$ cat src/rtl/cam_pkg.sv
// Shared types for the CAM result controller: default widths, result entry, FSM states.
package cam_pkg;

  localparam int unsigned CAM_DW_DEF = 32;
  localparam int unsigned CAM_AW_DEF = 8;

  typedef struct packed {
    logic                  hit;
    logic [CAM_AW_DEF-1:0] addr;
    logic [CAM_DW_DEF-1:0] data;
  } cam_result_t;

  typedef enum logic [1:0] {
    StIdle = 2'd0,
    StWait = 2'd1,
    StAck  = 2'd2
  } cam_state_e;

endpackage

$ cat src/rtl/cam_result_fifo.sv
// Synchronous result FIFO; empty slots read back as all-zero so outputs idle at reset values.
module cam_result_fifo
  import cam_pkg::*;
#(
  parameter int unsigned DEPTH = 4
) (
  input  logic                   clk,
  input  logic                   rst_n,
  input  logic                   push,
  input  cam_result_t            push_data,
  input  logic                   pop,
  output cam_result_t            pop_data,
  output logic                   full,
  output logic                   empty,
  output logic [$clog2(DEPTH):0] count
);

  localparam int unsigned PW = $clog2(DEPTH);
  localparam int unsigned CW = PW + 1;

  cam_result_t   mem_q [DEPTH];
  logic [PW-1:0] wptr_q, rptr_q;
  logic [CW-1:0] count_q;
  logic          do_push, do_pop;

  assign full    = (count_q == CW'(DEPTH));
  assign empty   = (count_q == '0);
  assign do_push = push && !full;
  assign do_pop  = pop && !empty;

  always_ff @(posedge clk) begin
    if (!rst_n) begin
      wptr_q  <= '0;
      rptr_q  <= '0;
      count_q <= '0;
    end else begin
      if (do_push) begin
        mem_q[wptr_q] <= push_data;
        wptr_q        <= wptr_q + PW'(1);
      end
      if (do_pop) begin
        rptr_q <= rptr_q + PW'(1);
      end
      count_q <= count_q + CW'(do_push) - CW'(do_pop);
    end
  end

  assign pop_data = empty ? '0 : mem_q[rptr_q];
  assign count    = count_q;

endmodule

$ cat src/rtl/cam_result_ctrl.sv
// Turns CAM search windows into hit/miss results queued for a ready/valid consumer.
module cam_result_ctrl
  import cam_pkg::*;
#(
  parameter int unsigned CAM_DW     = CAM_DW_DEF,
  parameter int unsigned CAM_AW     = CAM_AW_DEF,
  parameter int unsigned FIFO_DEPTH = 4,
  parameter int unsigned TIMEOUT    = 21
) (
  input  logic                        clk,
  input  logic                        rst_n,
  input  logic                        search_start,
  input  logic                        cam_hit,
  input  logic [CAM_DW-1:0]           cam_data_out,
  input  logic [CAM_AW-1:0]           cam_addr_out,
  output logic                        cam_ack,
  output logic                        res_valid,
  input  logic                        res_ready,
  output logic                        res_hit,
  output logic [CAM_DW-1:0]           res_data,
  output logic [CAM_AW-1:0]           res_addr,
  output logic                        busy,
  output logic [$clog2(FIFO_DEPTH):0] res_count
);

  localparam int unsigned TW = $clog2(TIMEOUT + 1);

  cam_state_e    state_q, state_d;
  logic [TW-1:0] cnt_q, cnt_d;
  logic          push, pop, full, empty;
  cam_result_t   push_data, pop_data;

  always_comb begin
    state_d   = state_q;
    cnt_d     = cnt_q;
    push      = 1'b0;
    push_data = '0;
    unique case (state_q)
      StIdle: begin
        if (search_start) begin
          state_d = StWait;
          cnt_d   = '0;
        end
      end
      StWait: begin
        // A full FIFO freezes the window; the hit checked first so it wins on the last cycle.
        if (!full) begin
          if (cam_hit) begin
            push      = 1'b1;
            push_data = '{hit: 1'b1, addr: cam_addr_out, data: cam_data_out};
            state_d   = StAck;
          end else if (cnt_q == TW'(TIMEOUT - 1)) begin
            push    = 1'b1;
            state_d = StIdle;
          end else begin
            cnt_d = cnt_q + TW'(1);
          end
        end
      end
      StAck:   state_d = StIdle;
      default: state_d = StIdle;
    endcase
  end

  always_ff @(posedge clk) begin
    if (!rst_n) begin
      state_q <= StIdle;
      cnt_q   <= '0;
    end else begin
      state_q <= state_d;
      cnt_q   <= cnt_d;
    end
  end

  cam_result_fifo #(
    .DEPTH(FIFO_DEPTH)
  ) u_fifo (
    .clk      (clk),
    .rst_n    (rst_n),
    .push     (push),
    .push_data(push_data),
    .pop      (pop),
    .pop_data (pop_data),
    .full     (full),
    .empty    (empty),
    .count    (res_count)
  );

  assign res_valid = !empty;
  assign pop       = res_valid && res_ready;
  assign res_hit   = pop_data.hit;
  assign res_addr  = pop_data.addr;
  assign res_data  = pop_data.data;
  assign cam_ack   = (state_q == StAck);
  assign busy      = (state_q != StIdle);

endmodule

$ cat config.mk
export PLATFORM = sky130hd
export DESIGN_NAME = cam_result_ctrl
export DESIGN_NICKNAME = d
export VERILOG_FILES = /design/src/rtl/cam_pkg.sv /design/src/rtl/cam_result_fifo.sv /design/src/rtl/cam_result_ctrl.sv
export SDC_FILE = /design/constraint.sdc
export NUM_CORES = 1
export LEC_CHECK = 0
export BUFFER_PORTS_ARGS = -buffer_cell sky130_fd_sc_hd__buf_4
export CAP_MARGIN = 0
export CORE_AREA = 2 2 123 125
export DETAILED_ROUTE_END_ITERATION = 16
export DIE_AREA = 0 0 125 127
export PLACE_DENSITY_LB_ADDON = 0.2
export SLEW_MARGIN = 20
export SYNTH_ARGS = -nofsm -noshare
export SYNTH_HDL_FRONTEND = slang
export SYNTH_SLANG_ARGS = --single-unit
export TNS_END_PERCENT = 100
$ cat constraint.sdc
create_clock -name clk -period 2.5 [get_ports clk]
set_clock_uncertainty 0.2 [all_clocks]
set_input_delay 0.5 -clock clk [delete_from_list [all_inputs] [get_ports clk]]
set_output_delay 0.5 -clock clk [all_outputs]
set_load 0.02 [all_outputs]
==> key figures, run 1 <==
Detailed routing
  – Drt wl/cell: between 15 and 20 um
  – DRT Pass-1 Iters: 5
  – DRT Wirelength: roughly 14 mm
  – Routed Antenna Nets: 0
  – Via Count: 3,956
  – # DRC: 0
  – DR vias/cell: ~5.5
  – Initial DRC count: 361

Place
  – DP Wirelength: a little under 8 mm
  – IO buf count: roughly 90
  – Dpl ws: ~0.09 ns
  – Routability cong.: roughly 0.8

Synth
  – Top post-synthesis cells by area: edfxtp_1, mux4_2, and2_1, dfxtp_1, ha_1
  – Async S/R FF share, synth: 0
  – Post-synthesis sequential area ratio: 0.710
  – Number of synthesized flops with an enable pin: between 150 and 200
  – Mapped Avg Cell Area: 18.3 sq um
  – Yosys warns: 0
  – FF+latch count, synth: 180
  – Count leader, synth: edfxtp_1
  – Post-synth top cells: edfxtp_1, and2_1, mux4_2, dfxtp_1, clkbuf_1
  – Cell taking the most area after synthesis: edfxtp_1
  – Cells after synthesis: 404
  – Netlist cell types: 39
  – Synth Flop Type: edfxtp_1
  – Synthesized area: ~7400 sq um
  – Syn Nets: between 400 and 500
  – Yosys top cell area share: 0.667

Timing
  – Tcrit/Tclk final: 1.03
  – F_max: between 0.3 and 0.4 GHz
  – Final setup fails: 41
  – Final Hold Fails: 0
  – Unrepaired setup endpoints after global routing: yes
  – Slew Viols, Final: 0
  – Tmin final: 2.58 ns
  – Worst-Margin Slew: roughly 0.5 ns
  – Relative slew slack: 0.667
  – Final setup TNS: -2.10 ns
  – PnR worst setup slack: -0.0833 ns

Power and ir drop
  – Int Pwr: roughly 7 mW
  – Clock Power Share: 0.280
  – Sequential share of power: 0.360
  – Switching pwr: between 2 and 3 mW
  – Maximum vdd ir drop: a little under 0.7 mV
  – Leakage: approximately 3.5 nW
  – Switching share of power: 0.269
  – Combinational group share of total power: 0.361
  – Power Density: 1000 nW/um^2

Critical path
  – Critical Path RT: between 1.5 and 2 ns
  – Critical path fanouts, max: 5
  – CP startpoint kind: register
  – WP data arrival: between 1.5 and 2 ns
  – Critical path class: reg2out
  – Critical Path End Type: output port

Clocking
  – Hold-fix buffers, CTS: 0
  – CTS H-tree depth: 4
  – Clock transition at path regs: ~0.060 ns
  – Clock Tree Buf Depth: 2
  – Skew-Pair Late Insertion Delay: between 0.4 and 0.5 ns
  – Total CTS buffers: 17
  – CTS root buffer: clkbuf_16
  – CTS tree: built
  – CTS Sinks: 180

Floorplanning
  – Die Ht: 127 um
  – Overall die width: 125 um
  – Die ar.: between 15,000 and 20,000 sq um
  – Core area: 14,400 sq um
  – Starting density of the core: 0.512
  – Std-Cell Rows: 44
  – Num ports: a little over 90

Global route
  – Vias in the first global route: around 4,300
  – Global route total overflow: 0
  – Initial antenna violation count: 0
  – Tot GR Track Use: 0.191
  – Largest net degree at the start of global routing: 46
  – First-pass GRT wire length: ~23 mm

Worst hold path
  – HP Class: in2reg

Finish
  – Antenna diodes: 0
  – Final core occ: 0.661
  – Nets@finish: around 570
  – Layout fillers: 971
  – Fraction of layout instances using a drive strength above 1: 0.475
  – P&R area growth vs syn: 29.2%

Flow run
  – Max-cap violation count: 0

Outcome
  – Failing checks: negative setup slack
  – Status: finished, violations left
-- kinds of logic after synthesis --
group,count (synthesis),share of synthesized area
flip-flops,180,0.710
AND/OR/NAND/NOR,120,0.105
multiplexers,41,0.125
buffers and inverters,32,0.0188
AO/OA/AOI/OAI,17,0.0186
adder cells (fa/ha/maj),9,0.0163
XOR/XNOR,5,0.00593
-- power groups by stage --
stage                     clock network [mW]  logic (mW)  registers (mW)
after floorplan                            0        1.64            3.50
after global placement                     0        2.55            3.49
after detailed placement                   0        2.56            3.50
after CTS                               2.73        3.49            3.44
after global routing                    2.85        3.67            3.45
final                                   2.67        3.45            3.44
-- registers in the layout, indices dropped and copies added, names as in the netlist, named ones only --
register,flops
u_fifo.rptr_q,2
state_q,2
u_fifo.mem_q,164
u_fifo.count,3
u_fifo.wptr_q,2
cnt_q,5
-- timing repair --
item	in CTS	in global routing
gates resized for setup	93	1
buffers inserted	6	0
pin swaps	0	1
endpoints found under the hold margin	0	0
gates cloned	6	0
setup endpoints to repair	41	42
-- final timing paths --
kind,startpoint,to,slack (ns),depth (start not counted)
max reg2reg,u_fifo.count[0],u_fifo.count[2],0.09,10
min reg2reg,u_fifo.wptr_q[1],u_fifo.wptr_q[1],0.30,2
min,search_start,state_q[0],0.21,3
max,register,res_data[3],-0.08,5
-- cells in the final DEF, fill, tap and decap left out, types with 5 or more instances in the layout --
master     instances
ha_1               6
edfxtp_1         164
nor2b_1            6
nand3_1            5
and2_1            45
inv_1              7
buf_12             7
buf_6             46
buf_16             6
clkbuf_16         17
and2_4            42
mux4_2            41
buf_4             59
dfxtp_1           11
-- per-layer routing --
layer / vias to the layer above / share of wire / track usage
met3: 17 / 0.051 / 0.0419
li1: 1781 / - / -
met1: 2027 / 0.43 / 0.248
met5: - / 0 / 0
met4: 0 / 0.019 / 0.0824
met2: 131 / 0.50 / 0.317
-- per-stage QoR --
step,power [mW],cell area (sq um),std cells,hold slack [ns]
floorplan,5.14,7430,404,0.265
global placement,6.04,8460,673,0.288
detailed placement,6.07,8460,673,0.298
CTS,9.66,9530,715,0.192
global route,9.97,9540,715,0.221
finish,9.57,9540,715,0.215
-- critical path, stage by stage, from the launching register on --
cell	delay [ns]
dfxtp_4	0.37
buf_6	0.14
buf_16	0.14
mux4_2	0.51
and2_4	0.18
buf_6	0.12
-- cell type report --
| cell class | count | area, sq um | share of cell area |
|---|---|---|---|
| inverters | 9 | 33.8 | 0.00354 |
| clock inverters | 11 | 159 | 0.0167 |
| multi-input cells | 192 | 2150 | 0.225 |
| repair buffers | 118 | 1270 | 0.133 |
| well taps | 184 | 230 | 0.0241 |
| flip-flops and latches | 180 | 5260 | 0.551 |
| clock buffers | 21 | 440 | 0.0462 |
No activity file was read; power rests on OpenSTA's default activity.
==> inputs of run 2 (changes only) <==
- PLACE_DENSITY_LB_ADDON: 0.2 -> 0.08
==> key figures, run 2 (synthesis results as in run 1) <==
Floorplanning
  – Num ports: 92 (unchanged)
  – Core area: 14,400 sq um (unchanged)
  – Overall die width: 125 um (unchanged)
  – Std-Cell Rows: 44 (unchanged)
  – Starting density of the core: 0.512 (unchanged)
  – Die ar.: 15,900 sq um (unchanged)
  – Die Ht: 127 um (unchanged)

Critical path
  – Delay-heaviest family, CP: multiplexers (unchanged)
  – WP data arrival: 1.82 ns (was 1.88 ns)
  – Critical Path End Type: output port (unchanged)
  – CP Depth: 4 (was 5)
  – CP startpoint kind: register (unchanged)
  – Reg2reg path depth: 10 (unchanged)
  – Slowest stage cell, crit path: mux4_2 (unchanged)
  – Slowest stage delay, CP: 0.52 ns (was 0.51 ns)
  – Critical path fanouts, max: 14 (was 5)
  – CP bufs+invs: 2 (was 3)
  – Critical path class: reg2out (unchanged)
  – Critical Path RT: 1.80 ns (about the same)
  – Reg-to-reg startpoint: u_fifo.count[2] (was u_fifo.count[0])
  – CP Cell Sequence: buf_12 -> mux4_2 -> and2_4 -> buf_6 (was buf_6 -> buf_16 -> mux4_2 -> and2_4 -> buf_6)

Detailed routing
  – DRT Wirelength: 13.7 mm (was 14.1 mm)
  – Drt wl/cell: 19.3 um (was 19.7 um)
  – # DRC: 0 (unchanged)
  – Initial DRC count: 259 (was 361)
  – Routed Antenna Nets: 0 (unchanged)
  – DR vias/cell: 5.41 (was 5.53)
  – DRT Pass-1 Iters: 4 (was 5)
  – Via Count: 3,827 (was 3,956)

Global route
  – Initial antenna violation count: 0 (unchanged)
  – Largest net degree at the start of global routing: 46 (unchanged)
  – Vias in the first global route: 4,053 (was 4,279)
  – First-pass GRT wire length: 21.8 mm (was 22.8 mm)
  – Global route total overflow: 0 (unchanged)
  – Tot GR Track Use: 0.183 (was 0.191)

Timing
  – Tmin final: 2.52 ns (was 2.58 ns)
  – Slew Viols, Final: 0 (unchanged)
  – Final setup TNS: -0.230 ns (was -2.10 ns)
  – Final Hold Fails: 0 (unchanged)
  – F_max: 0.396 GHz (was 0.387 GHz)
  – Unrepaired setup endpoints after global routing: yes (unchanged)
  – Tcrit/Tclk final: 1.01 (was 1.03)
  – Relative slew slack: 0.677 (was 0.667)
  – PnR worst setup slack: -0.0229 ns (was -0.0833 ns)
  – Final setup fails: 22 (was 41)
  – Worst-Margin Slew: 0.485 ns (was 0.499 ns)

Outcome
  – Failing checks: negative setup slack (unchanged)
  – Status: finished, violations left (unchanged)

Finish
  – Most frequent cells in the layout: edfxtp_1, buf_4, and2_1, mux4_2 (was edfxtp_1, buf_4, buf_6, and2_1, and2_4)
  – Layout fillers: 1,054 (was 971)
  – Biggest register: u_fifo.mem_q (unchanged)
  – Most common cell after layout, fill and taps aside: edfxtp_1 (unchanged)
  – P&R area growth vs syn: 26.1% (was 29.2%)
  – Final core occ: 0.646 (was 0.661)
  – Max reg flops: 164 (unchanged)
  – Final instance area: 9310 sq um (was 9540 sq um)
  – Fraction of layout instances using a drive strength above 1: 0.460 (was 0.475)
  – Nets@finish: 565 (was 572)
  – Antenna diodes: 0 (unchanged)

Power and ir drop
  – Sequential share of power: 0.383 (was 0.360)
  – Clock Power Share: 0.278 (was 0.280)
  – Switching pwr: 2.46 mW (was 2.57 mW)
  – Power Density: 967 nW/um^2 (was 1000 nW/um^2)
  – Switching share of power: 0.274 (was 0.269)
  – Total power: 9.01 mW (was 9.57 mW)
  – Int Pwr: 6.54 mW (was 7.00 mW)
  – Maximum vdd ir drop: 0.604 mV (was 0.692 mV)
  – Leakage: 3.37 nW (was 3.46 nW)
  – Combinational group share of total power: 0.339 (was 0.361)

Worst hold path
  – Worst hold path startpoint: search_start (unchanged)
  – Hold Path Depth: 3 (unchanged)
  – HP Class: in2reg (unchanged)

Place
  – IO buf count: 91 (unchanged)
  – Routability cong.: 0.870 (was 0.796)
  – Placed cell areas: 8500 sq um (was 8460 sq um)
  – DP Wirelength: 8.30 mm (was 7.84 mm)

Clocking
  – Hold-fix buffers, CTS: 0 (unchanged)
  – CTS root buffer: clkbuf_16 (unchanged)
  – CTS H-tree depth: 4 (unchanged)
  – Skew-Pair Late Insertion Delay: 0.41 ns (was 0.42 ns)
  – CTS Sinks: 180 (unchanged)
  – CTS tree: built (unchanged)
  – Total CTS buffers: 17 (unchanged)
  – Clock Tree Buf Depth: 2 (unchanged)
  – Clock transition at path regs: 0.06 ns (about the same)

Flow run
  – Max-cap violation count: 0 (unchanged)
==> run 2: changes by cell type in the layout (fill, tap and decap cells not counted), sizes merged <==
| cell | delta |
|---|---|
| buf | -7 |
| clkinvlp | -1 |
| bufinv | -2 |
| clkinv | +3 |
==> run 2: layout make-up <==
class	count	area (sq um)	share of cell area
repair buffers	111	1090	0.117
clock buffers	21	450	0.0484
multi-input cells	192	2140	0.229
well taps	184	230	0.0247
clock inverters	11	111	0.0120
inverters	9	33.8	0.00363
flip-flops and latches	180	5260	0.565
==> run 2: path summary, 6_finish.rpt <==
kind / to / slack (ns)
hold / removal: state_q[0] / 0.23
hold reg to reg: u_fifo.wptr_q[1] / 0.30
setup reg to reg: u_fifo.count[2] / 0.10
setup / recovery: res_hit / -0.02
==> run 2: power groups by stage <==
stage                     Clock [mW]  Sequential, mW  Combinational (mW)
after floorplan                    0            3.50                1.64
after global placement             0            3.53                2.56
after detailed placement           0            3.54                2.58
after CTS                       2.57            3.45                3.05
after global routing            2.68            3.46                3.25
final                           2.51            3.45                3.05
==> run 2: metal layers <==
layer  vias to the layer above  track usage  share of wire
met5                         -            0              0
li1                       1767            -              -
met2                       101        0.315           0.51
met4                         0       0.0667          0.014
met3                        16       0.0410          0.043
met1                      1943        0.232           0.43
==> run 2: worst register-to-register path, delay by kind of cell (launching register included) <==
family	cells	cell delay, ns
simple gates	3	0.71
flops	1	0.36
fa+ha+maj	3	0.68
xor+xnor	2	0.27
buf+inv	2	0.09
==> run 2: what timing repair did <==
action,CTS,global route
setup endpoints to repair,41,42
gates resized for setup,68,8
setup buffers,1,0
gates cloned,0,0
pin swaps,0,2
==> run 2: through the flow <==
stage	hold slack [ns]	std cells	setup WS, ns
after detailed placement	0.294	675	0.100
after global placement	0.288	675	0.129
after CTS	0.212	708	-0.0898
after global routing	0.232	708	-0.0957
final	0.228	708	-0.0229
after floorplan	0.265	404	0.0185
==> inputs of run 3 (changes only) <==
- CORE_AREA: 2 2 123 125 -> 2 2 120 122
- CTS_BUF_LIST: unset -> sky130_fd_sc_hd__clkbuf_8
- DIE_AREA: 0 0 125 127 -> 0 0 122 124
==> key figures, run 3 (synthesis results as in run 1) <==
Timing
  – Unrepaired setup endpoints after global routing: yes (unchanged)
  – PnR worst setup slack: -0.103 ns (was -0.0229 ns)
  – Final Hold Fails: 0 (unchanged)
  – Final setup fails: 41 (was 22)
  – Worst-Margin Slew: 0.439 ns (was 0.485 ns)
  – F_max: 0.384 GHz (was 0.396 GHz)
  – Relative slew slack: 0.707 (was 0.677)
  – Slew Viols, Final: 0 (unchanged)
  – Tcrit/Tclk final: 1.04 (was 1.01)
  – Tmin final: 2.60 ns (was 2.52 ns)

Critical path
  – R2R setup slack: 0.09 ns (was 0.10 ns)
  – Slowest stage delay, CP: 0.51 ns (was 0.52 ns)
  – Critical Path RT: 1.80 ns (about the same)
  – Critical Path End Type: output port (unchanged)
  – Crit-path most repeated cell: buf_4
  – Critical path fanouts, max: 6 (was 14)
  – CP Cell Sequence: buf_4 -> mux4_2 -> and2_1 -> buf_4 (was buf_12 -> mux4_2 -> and2_4 -> buf_6)
  – CP startpoint kind: register (unchanged)
  – R2R Path End: u_fifo.count[2] (unchanged)
  – Critical path class: reg2out (unchanged)
  – Slowest stage cell, crit path: mux4_2 (unchanged)
  – WP data arrival: 1.90 ns (was 1.82 ns)
  – Reg2reg path depth: 10 (unchanged)
  – Reg-to-reg startpoint: u_fifo.count[0] (was u_fifo.count[2])

Place
  – Dpl ws: 0.106 ns (was 0.100 ns)
  – Routability cong.: 0.779 (was 0.870)
  – DP Wirelength: 8.23 mm (was 8.30 mm)
  – IO buf count: 91 (unchanged)

Clocking
  – Clock transition at path regs: 0.09 ns (was 0.06 ns)
  – Hold-fix buffers, CTS: 0 (unchanged)
  – CTS Sinks: 180 (unchanged)
  – CTS H-tree depth: 4 (unchanged)
  – CTS root buffer: clkbuf_8 (was clkbuf_16)
  – Total CTS buffers: 17 (unchanged)
  – Skew-Pair Late Insertion Delay: 0.45 ns (was 0.41 ns)
  – Clock Tree Buf Depth: 2 (unchanged)
  – CTS tree: built (unchanged)

Detailed routing
  – # DRC: 0 (unchanged)
  – Via Count: 3,836 (was 3,827)
  – Routed Antenna Nets: 0 (unchanged)
  – DRT Wirelength: 13.4 mm (was 13.7 mm)
  – DR vias/cell: 5.44 (was 5.41)
  – Initial DRC count: 236 (was 259)
  – Drt wl/cell: 19.0 um (was 19.3 um)
  – DRT Pass-1 Iters: 4 (unchanged)

Finish
  – Multi-input gate area: 2130 sq um (was 2140 sq um)
  – Flip-flop and latch area: 5260 sq um (unchanged)
  – Max reg flops: 164 (unchanged)
  – Most frequent cells in the layout: edfxtp_1, buf_4, and2_1, mux4_2, buf_6 (was edfxtp_1, buf_4, and2_1, mux4_2)
  – P&R area growth vs syn: 23.9% (was 26.1%)
  – Most common cell after layout, fill and taps aside: edfxtp_1 (unchanged)
  – Biggest register: u_fifo.mem_q (unchanged)
  – Layout fillers: 961 (was 1,054)
  – Antenna diodes: 0 (unchanged)
  – Nets@finish: 566 (was 565)
  – Fraction of layout instances using a drive strength above 1: 0.457 (was 0.460)

Power and ir drop
  – Power Density: 909 nW/um^2 (was 967 nW/um^2)
  – Maximum vdd ir drop: 0.824 mV (was 0.604 mV)
  – Total power: 8.31 mW (was 9.01 mW)
  – Leakage: 3.30 nW (was 3.37 nW)

Worst hold path
  – Hold Path Depth: 3 (unchanged)
  – HP Class: in2reg (unchanged)
  – Worst hold path startpoint: search_start (unchanged)
  – Hold endpoint: state_q[0] (unchanged)

Global route
  – Tot GR Track Use: 0.191 (was 0.183)
  – Initial antenna violation count: 0 (unchanged)
  – Global route total overflow: 0 (unchanged)
  – First-pass GRT wire length: 20.9 mm (was 21.8 mm)
  – Largest net degree at the start of global routing: 44 (was 46)
  – Vias in the first global route: 4,041 (was 4,053)

Outcome
  – Status: finished, violations left (unchanged)
  – Failing checks: negative setup slack (unchanged)

Floorplanning
  – Die ar.: 15,100 sq um (was 15,900 sq um)
  – Overall die width: 122 um (was 125 um)
  – Num ports: 92 (unchanged)
  – Die Ht: 124 um (was 127 um)
  – Core area: 13,700 sq um (was 14,400 sq um)
  – Starting density of the core: 0.538 (was 0.512)
  – Std-Cell Rows: 43 (was 44)

Flow run
  – Max-cap violation count: 0 (unchanged)
[run 3: changes by cell type in the layout (fill, tap and decap cells not counted)]
| cell | before | now |
|---|---|---|
| clkinv_4 | 1 | 0 |
| buf_12 | 10 | 12 |
| and2_4 | 36 | 33 |
| clkbuf_8 | 1 | 19 |
| and2_1 | 51 | 54 |
| buf_6 | 36 | 35 |
| inv_1 | 7 | 9 |
| clkinvlp_4 | 1 | 2 |
| clkbuf_16 | 17 | 0 |
| clkbuf_1 | 3 | 0 |
[run 3: final cells by class]
class / count / area share
multi-input combinational: 192 / 0.233
timing repair buffer: 112 / 0.123
tap: 180 / 0.0246
inverter: 9 / 0.00369
clock inverter: 13 / 0.0129
sequential: 180 / 0.575
clock buffer: 19 / 0.0286
[run 3: critical path, delay by kind of cell, from the launching register on]
| kind | cells | cell delay (ns) |
|---|---|---|
| simple gates | 1 | 0.17 |
| mux | 1 | 0.51 |
| buf+inv | 2 | 0.32 |
| flops | 1 | 0.45 |
[run 3: layer usage]
layer | global-route usage | up-vias | routed length (um)
met5 | 0 | - | 0
met4 | 0.0711 | 0 | 107
met3 | 0.0467 | 6 | 617
met2 | 0.324 | 96 | 7080
met1 | 0.241 | 1967 | 5610
li1 | - | 1767 | -
[run 3: worst max path at each step]
| stage | slack, ns | start | depth (start not counted) | endpoint |
|---|---|---|---|---|
| final | -0.10 | register | 4 | res_data[6] |
| after global placement | 0.12 | u_fifo.count[0] | 10 | u_fifo.count[2] |
| after global routing | -0.20 | register | 4 | res_addr[1] |
| after detailed placement | 0.11 | u_fifo.count[0] | 10 | u_fifo.count[2] |
| after floorplan | 0.02 | u_fifo.count[0] | 11 | u_fifo.count[2] |
| after CTS | -0.18 | register | 4 | res_addr[6] |
[run 3: timing repair]
item / 4_1_cts / 5_1_grt
endpoints found under the setup margin: 41 / 42
buffers inserted: 2 / 0
resized for setup: 54 / 14
pin swaps: 0 / 1
[run 3: stage by stage]
stage	utilization	hold slack, ns	setup TNS [ns]	cells	cell area [sq um]
2_1_floorplan	-	0.265	0	404	7430
3_3_place_gp	0.622	0.281	0	671	8540
3_5_place_dp	0.622	0.302	0	671	8540
4_1_cts	0.663	0.155	-5.40	705	9100
5_1_grt	0.667	0.174	-6.84	705	9150
6_report	0.667	0.183	-2.91	705	9150
[run 3: where the power goes]
group	internal, mW	total [mW]	switching, mW	leakage, nW
clock network	0.920	1.86	0.940	0.203
logic	1.64	2.99	1.35	1.44
registers	3.38	3.46	0.0792	1.65
total	5.94	8.31	2.37	3.30
